`config.mk`:
```
export PLATFORM = sky130hd
export DESIGN_NAME = cpu_attack_ctrl
export DESIGN_NICKNAME = d
export VERILOG_FILES = /design/src/rtl/cpu_game_pkg.sv /design/src/rtl/lfsr4_xnor.sv /design/src/rtl/cpu_attack_ctrl.sv
export SDC_FILE = /design/constraint.sdc
export NUM_CORES = 1
export LEC_CHECK = 0
export CAP_MARGIN = 5
export CORE_ASPECT_RATIO = 0.6
export CORE_MARGIN = 1
export CORE_UTILIZATION = 45
export CTS_BUF_LIST = sky130_fd_sc_hd__clkbuf_4
export CTS_CLUSTER_SIZE = 10
export DETAILED_ROUTE_END_ITERATION = 12
export PLACE_DENSITY_LB_ADDON = 0.3
export SLEW_MARGIN = 5
export SYNTH_ARGS = -nofsm -noshare
export SYNTH_HDL_FRONTEND = slang
export SYNTH_HIERARCHICAL = 1
export SYNTH_SLANG_ARGS = --single-unit
export TNS_END_PERCENT = 20
```
`constraint.sdc`:
```
create_clock -name i_clk -period 3 [get_ports i_clk]
set_input_delay 0.45 -clock i_clk [delete_from_list [all_inputs] [get_ports i_clk]]
set_output_delay 0.45 -clock i_clk [all_outputs]
set_load 0.02 [all_outputs]
```
`src/rtl/cpu_game_pkg.sv`:
```
// rtl/cpu_game_pkg.sv - shared attack-type, FSM-state and damage constants for the CPU opponent
package cpu_game_pkg;

    // Attack types, shared with the CPU clock generator
    localparam logic [1:0] STANDBY = 2'b00;
    localparam logic [1:0] LIGHT   = 2'b01;
    localparam logic [1:0] HEAVY   = 2'b10;

    localparam logic [1:0] ST_IDLE    = 2'b00;
    localparam logic [1:0] ST_WINDUP  = 2'b01;
    localparam logic [1:0] ST_STRIKE  = 2'b10;
    localparam logic [1:0] ST_RECOVER = 2'b11;

    localparam logic [1:0] LIGHT_DMG = 2'd1;
    localparam logic [1:0] HEAVY_DMG = 2'd3;

    // Two LFSR bits map to a weighted draw: one STANDBY, two LIGHT, one HEAVY
    function automatic logic [1:0] draw_type(input logic [1:0] bits);
        logic [1:0] t;
        case (bits)
            2'b00:   t = STANDBY;
            2'b01:   t = LIGHT;
            2'b10:   t = LIGHT;
            default: t = HEAVY;
        endcase
        return t;
    endfunction

    function automatic logic [1:0] damage_of(input logic [1:0] attack_type);
        logic [1:0] d;
        case (attack_type)
            LIGHT:   d = LIGHT_DMG;
            HEAVY:   d = HEAVY_DMG;
            default: d = 2'd0;
        endcase
        return d;
    endfunction

endpackage

```
`src/rtl/lfsr4_xnor.sv`:
```
// rtl/lfsr4_xnor.sv - 4-bit XNOR LFSR, free-running out of reset; SEED must not be 4'b1111
module lfsr4_xnor #(
    parameter logic [3:0] SEED = 4'b0001
) (
    input  logic       i_clk,
    input  logic       i_reset,
    output logic [3:0] o_lfsr
);

    logic [3:0] r_lfsr;

    always_ff @(posedge i_clk or posedge i_reset) begin
        if (i_reset) begin
            r_lfsr <= SEED;
        end else begin
            r_lfsr <= {r_lfsr[2:0], ~(r_lfsr[3] ^ r_lfsr[2])};
        end
    end

    assign o_lfsr = r_lfsr;

endmodule

```
`src/rtl/cpu_attack_ctrl.sv`:
```
// rtl/cpu_attack_ctrl.sv - CPU opponent attack sequencer (wind-up, strike handshake, recovery); optional CPU_ATTACK_QUEUE_EN
module cpu_attack_ctrl
    import cpu_game_pkg::*;
#(
    parameter int         WINDUP_CYCLES  = 25_000_000,
    parameter int         RECOVER_CYCLES = 50_000_000,
    parameter logic [3:0] LFSR_SEED      = 4'b0001,
    parameter int         CNT_W          = 32
) (
    input  logic       i_clk,
    input  logic       i_reset,
    input  logic       i_cpu_clk,
    input  logic       i_attack_ack,
    output logic       o_attack_valid,
    output logic [1:0] o_attack_type,
    output logic [1:0] o_damage,
    output logic       o_windup,
    output logic [1:0] o_state,
    output logic [7:0] o_drop_cnt
);

    localparam logic [CNT_W-1:0] WINDUP_LOAD  = CNT_W'(WINDUP_CYCLES - 1);
    localparam logic [CNT_W-1:0] RECOVER_LOAD = CNT_W'(RECOVER_CYCLES - 1);
    localparam logic [CNT_W-1:0] CNT_ONE      = CNT_W'(1);

    logic             r_cpu_clk_d;
    logic [3:0]       r_lfsr;
    logic [1:0]       r_state;
    logic [CNT_W-1:0] r_cnt;
    logic [1:0]       r_type;
    logic             r_valid;
    logic [7:0]       r_drop_cnt;

    logic       rise;
    logic       busy;
    logic [1:0] drawn;
    logic       capture;
    logic       drop;
    logic       rec_exit;
    logic       launch_valid;
    logic [1:0] launch_type;
    logic       unused_lfsr_hi;

    lfsr4_xnor #(
        .SEED (LFSR_SEED)
    ) u_lfsr (
        .i_clk   (i_clk),
        .i_reset (i_reset),
        .o_lfsr  (r_lfsr)
    );

    assign unused_lfsr_hi = ^r_lfsr[3:2];

    always_ff @(posedge i_clk or posedge i_reset) begin
        if (i_reset) begin
            r_cpu_clk_d <= 1'b0;
        end else begin
            r_cpu_clk_d <= i_cpu_clk;
        end
    end

    assign rise     = i_cpu_clk & ~r_cpu_clk_d;
    assign busy     = (r_state != ST_IDLE);
    assign drawn    = draw_type(r_lfsr[1:0]);
    assign rec_exit = (r_state == ST_RECOVER) && (r_cnt == '0);

`ifdef CPU_ATTACK_QUEUE_EN
    logic       r_pend_valid;
    logic [1:0] r_pend_type;

    assign capture = busy && rise && !r_pend_valid && (drawn != STANDBY);

    // A capture on the last recovery cycle launches directly without touching the slot
    assign launch_valid = r_pend_valid || capture;
    assign launch_type  = r_pend_valid ? r_pend_type : drawn;

    always_ff @(posedge i_clk or posedge i_reset) begin
        if (i_reset) begin
            r_pend_valid <= 1'b0;
            r_pend_type  <= STANDBY;
        end else if (rec_exit) begin
            r_pend_valid <= 1'b0;
            r_pend_type  <= STANDBY;
        end else if (capture) begin
            r_pend_valid <= 1'b1;
            r_pend_type  <= drawn;
        end
    end
`else
    assign capture      = 1'b0;
    assign launch_valid = 1'b0;
    assign launch_type  = STANDBY;
`endif

    assign drop = busy && rise && !capture;

    always_ff @(posedge i_clk or posedge i_reset) begin
        if (i_reset) begin
            r_state <= ST_IDLE;
            r_cnt   <= '0;
            r_type  <= STANDBY;
            r_valid <= 1'b0;
        end else begin
            case (r_state)
                ST_IDLE: begin
                    if (rise && (drawn != STANDBY)) begin
                        r_type  <= drawn;
                        r_cnt   <= WINDUP_LOAD;
                        r_state <= ST_WINDUP;
                    end
                end
                ST_WINDUP: begin
                    if (r_cnt == '0) begin
                        r_valid <= 1'b1;
                        r_state <= ST_STRIKE;
                    end else begin
                        r_cnt <= r_cnt - CNT_ONE;
                    end
                end
                ST_STRIKE: begin
                    if (i_attack_ack) begin
                        r_valid <= 1'b0;
                        r_type  <= STANDBY;
                        r_cnt   <= RECOVER_LOAD;
                        r_state <= ST_RECOVER;
                    end
                end
                default: begin
                    if (rec_exit) begin
                        if (launch_valid) begin
                            r_type  <= launch_type;
                            r_cnt   <= WINDUP_LOAD;
                            r_state <= ST_WINDUP;
                        end else begin
                            r_state <= ST_IDLE;
                        end
                    end else begin
                        r_cnt <= r_cnt - CNT_ONE;
                    end
                end
            endcase
        end
    end

    always_ff @(posedge i_clk or posedge i_reset) begin
        if (i_reset) begin
            r_drop_cnt <= 8'd0;
        end else if (drop && (r_drop_cnt != 8'hFF)) begin
            r_drop_cnt <= r_drop_cnt + 8'd1;
        end
    end

    assign o_attack_valid = r_valid;
    assign o_attack_type  = r_type;
    assign o_damage       = damage_of(r_type);
    assign o_windup       = (r_state == ST_WINDUP);
    assign o_state        = r_state;
    assign o_drop_cnt     = r_drop_cnt;

endmodule

```
## Word level (Yosys, flattened, before mapping)

Index checks and enable logic that the tools add are counted.

- Flip-flop bits (word level): 50
- Latch bits: 0
- Bits in writable memories: 0
- Memory bits (read-only): 0
- Output and inout bits: 16
- Memories kept: 0

- $add $sub $neg: 2
- $mul: 0
- Div/mod/pow operators: 0
- Magnitude comparators: 0
- Equal/unequal tests: 13
- Shift-type cells: 0
- Mux-type cells: 18
- Bitwise operators: 4
- Reduce and logical (&&, ||, !) cells: 17

Operators by type and width:

| operator | number |
|---|---|
| $mux W32 | 4 |
| $pmux W32 S3 | 1 |
| $logic_not A32 Y1 | 1 |
| $sub A32 B1 Y32 const B | 1 |
| $mux W2 | 6 |
| $pmux W2 S2 | 3 |
| $add A8 B1 Y8 const B | 1 |
| $eq A2 B2 Y1 const B | 4 |
| $ne A8 B8 Y1 const B | 1 |
| $reduce_and A4 Y1 | 2 |
| $reduce_bool A2 Y1 | 4 |
| $eq A2 B1 Y1 const B | 3 |
| $ne A2 B2 Y1 const B | 3 |
| $pmux W2 S3 | 1 |
| $reduce_and A3 Y1 | 2 |
| $logic_and A1 B1 Y1 | 4 |
| $logic_not A2 Y1 | 2 |
| $ne A4 B2 Y1 const B | 1 |
| $reduce_bool A4 Y1 | 1 |
| $mux W1 | 2 |
| $ne A2 B1 Y1 const B | 1 |
| $not A1 Y1 | 2 |
| $pmux W1 S2 | 1 |
| $reduce_or A2 Y1 | 1 |
| 2 further kinds | 2 |

## Longest topological paths before layout

Gate-level depths: netlist of run 1.

- Word-level depth: 7
- Depth in mapped cells: 9

## Cells and area by module

Netlist of run 1, hierarchy kept.

Modules (own cells, without submodules):

| module | instances | cells an instance | area an instance (µm²) | sequential area each (µm²) |
|---|---|---|---|---|
| cpu_attack_ctrl | 1 | 303 | 2,849.0 | 1,151.1 |
| lfsr4_xnor | 1 | 6 | 113.9 | 101.3 |

## Worst setup path before layout of run 1

No wires, ideal clock.

- Kind: register -> register
- From: register r_state[0] (netlist: o_state[0])
- To: register r_cnt[20]
- Library setup time: 0.138 ns
- Data arrival time: 2.532 ns
- Data required time: 2.862 ns
- Slack: 0.331 ns
- Cell stages (with the launch flop): 10
- Path buffers: 2
- Cell sequence: dfrtp_1 -> clkinv_1 -> ha_1 -> nor3b_1 -> o2111ai_4 -> o41a_1 -> buf_2 -> buf_6 -> a21oi_1 -> a31oi_1

- Word-level cells in the longest chain between the ends: 4

RTL lines:

| what | RTL line | source |
|---|---|---|
| start, declared | cpu_attack_ctrl.sv:28 | `logic [1:0] r_state;` |
| start signal, assigned | cpu_attack_ctrl.sv:99 | `r_state <= ST_IDLE;` |
| start signal, assigned | cpu_attack_ctrl.sv:109 | `r_state <= ST_WINDUP;` |
| start signal, assigned | cpu_attack_ctrl.sv:115 | `r_state <= ST_STRIKE;` |
| $eq A2 B2 Y1 | cpu_attack_ctrl.sv:65 | `assign rec_exit = (r_state == ST_RECOVER) && (r_cnt == '0);` |
| $logic_and A1 B1 Y1 | cpu_attack_ctrl.sv:65 |  |
| $ne A4 B2 Y1 (no source line) | n/a |  |
| $reduce_and A4 Y1 (no source line) | n/a |  |
| end signal, assigned | cpu_attack_ctrl.sv:117 | `r_cnt <= r_cnt - CNT_ONE;` |
| end signal, assigned | cpu_attack_ctrl.sv:138 | `r_cnt <= r_cnt - CNT_ONE;` |
| end, declared | cpu_attack_ctrl.sv:29 | `logic [CNT_W-1:0] r_cnt;` |

Several ways; a longest one is shown, not always the timed one.
A chain may end at the register's enable or synchronous reset.

## Worst setup path after layout of run 1

- From: register r_cnt[0]
- To: register r_state[1] (netlist: o_state[1])

- Word-level cells in the longest chain between the ends: 4

RTL lines:

| what | RTL line | source |
|---|---|---|
| $logic_not A32 Y1 * | cpu_attack_ctrl.sv:65, cpu_attack_ctrl.sv:113 |  |
| $logic_and A1 B1 Y1 | cpu_attack_ctrl.sv:65 |  |
| $reduce_bool A4 Y1 (no source line) | n/a |  |
| $reduce_and A4 Y1 (no source line) * | n/a |  |
| end signal, assigned | cpu_attack_ctrl.sv:109 |  |
| end signal, assigned | cpu_attack_ctrl.sv:115 |  |
| end signal, assigned | cpu_attack_ctrl.sv:125 | `r_state <= ST_RECOVER;` |

Mark *: on every way between the ends. The rest lies on a longest branch, timed or not.

==> results of run 1 <==
==> metal layers <==
layer  wire [um]  GRT usage (%)
met1        3845          36.75
met2        2746          28.47
met3         474          4.527
met4          29          4.452
met5           0              0
==> cell usage after synthesis, types with 3 or more instances <==
cell / count
dfrtp_1: 49
nor2_1: 25
nand2_1: 23
o21ai_0: 18
o21ai_1: 18
a21oi_1: 16
nor3_1: 14
inv_1: 12
nor4_1: 10
ha_1: 9
nand3_1: 9
clkbuf_1: 7
a31oi_1: 6
o31ai_1: 5
or3_1: 5
xnor2_1: 5
nand2b_1: 4
nor4_4: 4
o41ai_1: 4
or2_2: 4
a21o_1: 3
nor3b_1: 3
o2bb2ai_1: 3
xor2_1: 3
==> logic make-up after synthesis <==
logic type	synth area share [%]
xor gates and xnor gates	2.365
buffers and inverters	3.969
muxes	1.436
and+or+nand+nor	24.32
AOI/OAI and AO/OA	21.83
adders and majority gates	3.801
DFF	42.27
==> where the power goes <==
group | total, W | leakage [nW] | switching (W) | internal (W)
Combinational | 0.000203 | 0.704 | 0.0000991 | 0.000104
Sequential | 0.000760 | 0.592 | 0.0000462 | 0.000714
Clock | 0.000394 | 0.0450 | 0.000221 | 0.000173
==> sequential cells by signal (all words and copies together), names as in the netlist <==
| signal | count |
|---|---|
| u_lfsr/o_lfsr | 4 |
| o_attack_valid | 1 |
| r_cpu_clk_d | 1 |
| r_cnt | 32 |
| o_attack_type | 2 |
| o_state | 2 |
| o_drop_cnt | 8 |
==> final cells by class <==
cell class              instances  area, um2  share of cell area [%]
clock inverters                 3      40.04                   1.195
flip-flops and latches         50       1252                   37.39
clock buffers                   5      37.54                   1.121
multi-input cells             234       1593                   47.55
repair buffers                 30      272.8                   8.143
inverters                      13      48.80                   1.457
well taps                      84      105.1                   3.138
==> worst min path at each step <==
stage,cells past startpoint,slack [ps],to
4_1_cts,2,270,u_lfsr/o_lfsr[1]$_DFF_PP0_
6_report,2,280,u_lfsr/o_lfsr[1]$_DFF_PP0_
3_5_place_dp,0,390,u_lfsr/o_lfsr[3]$_DFF_PP0_
2_1_floorplan,1,220,u_lfsr/o_lfsr[1]$_DFF_PP0_
5_1_grt,2,270,u_lfsr/o_lfsr[1]$_DFF_PP0_
3_3_place_gp,0,380,u_lfsr/o_lfsr[3]$_DFF_PP0_
==> per-stage QoR <==
step	setup slack, ps	hold slack (ps)	cells	total power (W)	area [um2]
5_1_grt	71.82	273.9	419	0.001422	3349
4_1_cts	264.3	272.1	419	0.001374	3349
6_report	254.2	280.3	419	0.001357	3349
3_5_place_dp	273.2	388.7	411	0.0009785	3272
3_3_place_gp	303.9	377.2	411	0.0009750	3272
2_1_floorplan	330.7	215.4	309	0.0008733	2963
==> impl_metrics.tcl, run 1 <==
set metrics [dict create \
    clk_pin_slew_ps 160 \
    r2r_setup_slack_ps 250 \
    drc 0 \
    dr.pass1.iters 5 \
    reg2reg_depth 7 \
    die_area_um2 6923 \
    dpl.hpwl_mm 5.217 \
    overflow 0 \
    cp_slowest_stage_delay_ps 590 \
    die_x_um 106.8 \
    wl_per_cell_um 16.94 \
    nFillCells 572 \
    routed_via_density 6.041 \
    skew_ps 21.88 \
    io_buffers 19 \
    syn_avg_cell_area_um2 9.588 \
    num_vias 2531 \
    holdBufCountCts 0 \
    grt_pass1_vias 2236 \
    ys_ff_latch 50 \
    die_h_um 64.85 \
    final_cell_mix "49 x dfrtp_1, 25 x nor2_1, 23 x nand2_1" \
    clk_latency_ps 370 \
    antenna_found_initial 0 \
    reg2reg_from "r_cnt[0]$_DFFE_PP0P_" \
    cts_buffer_depth 2 \
    netlist_area_um2 2963 \
    drv_slew 0 \
    crit_end "o_state[1]$_DFFE_PP0P_" \
    p_leak_nw 1.341 \
    maxCapViolCount 0 \
    post-route-period-util_pct 91.53 \
    drtIter0Drc 180 \
    synth_top_area_share_pct 41.39 \
    syn2layout_area_growth_pct 13.05 \
    grt_max_degree 25 \
    reg2reg_to "o_state[1]$_DFFE_PP0P_" \
    irDropWorstVdd_uv 396.5 \
    syn_nets 322 \
    min_period_ps 2746 \
    yosysUniqueCellTypes 61 \
    synth_edf_count 0 \
    path_class "reg -> reg" \
    critPathLaunch "r_cnt[0]$_DFFE_PP0P_" \
    crit_path_end_kind "flop" \
    cts_tree "done" \
    min_path_type "in -> async" \
    ios 20 \
    slowest_stage "or4_4" \
    cp_num_buf_inv 1 \
    row_count 22 \
    arrival_ps 3020 \
    crit_family "simple AND/OR/NAND/NOR gates" \
    mostFrequentLayoutCell "dfrtp_1" \
    power_per_cell_area_nw_per_um2 405.2 \
    nNetsFinal 347 \
    ys.flop_type "dfrtp_1" \
    timing.setup.tns_ps 0 \
    cp_num_cells 7 \
    drt_wl_total_mm 7.096 \
    gp_congestion 0.8891 \
    synth_seq_area_share_pct 42.27 \
    grt_pass1_wl_mm 11.88 \
    cts_setup_buffers 0 \
    drive_gt1_share_pct 12.84 \
    status "finished, final reports clean" \
    worstMarginPinSlew_ps 594.4 \
    cts_buffers 5 \
    async_reset_ff_share_pct 100.0 \
    cts.sinks 50 \
    cp_cell_sequence "inv_1 > ha_1 > nor4b_2 > nand2_2 > or4_4 > a21oi_2 > mux2_1" \
    slew_headroom_pct 60.24 \
    grtUsageTotal_pct 22.21 \
    diodes 0 \
    rsz0062_at_grt "false" \
    max_clock_freq_mhz 364.2 \
    postLayoutCoreUtil_pct 53.84 \
    syn_inst 309 \
    cp.required_ps 3280 \
    start_util_pct 47.63 \
    h-tree-depth 2 \
    cts_resized 0 \
    core_area_um2 6221 \
    cp_max_fo 14 \
    finalHoldViolCount 0 \
    root_buffer "clkbuf_4" \
    yosysTopAreaCell "dfrtp_1" \
    finalSetupViolations 0 \
    worst_setup_path_start_kind "flop" \
    ant_nets 0 \
    ys_top_cells_by_area "dfrtp_1 41%, ha_1 3.8%, nor2_1 3.2%" \
    yosys_warnings 6 \
]
Power figures use the tool's default switching activity.
==> run 2: changes to the inputs <==
- ABC_CLOCK_PERIOD_IN_PS: unset -> 3000
- SLEW_MARGIN: 5 -> unset
==> results of run 2 <==
No change in the layout: final DEF, timing and power equal those of run 1.
==> run 3: changes to the inputs <==
- SLEW_MARGIN: unset -> 20
==> results of run 3 <==
No change in the layout: final DEF, timing and power equal those of run 1.
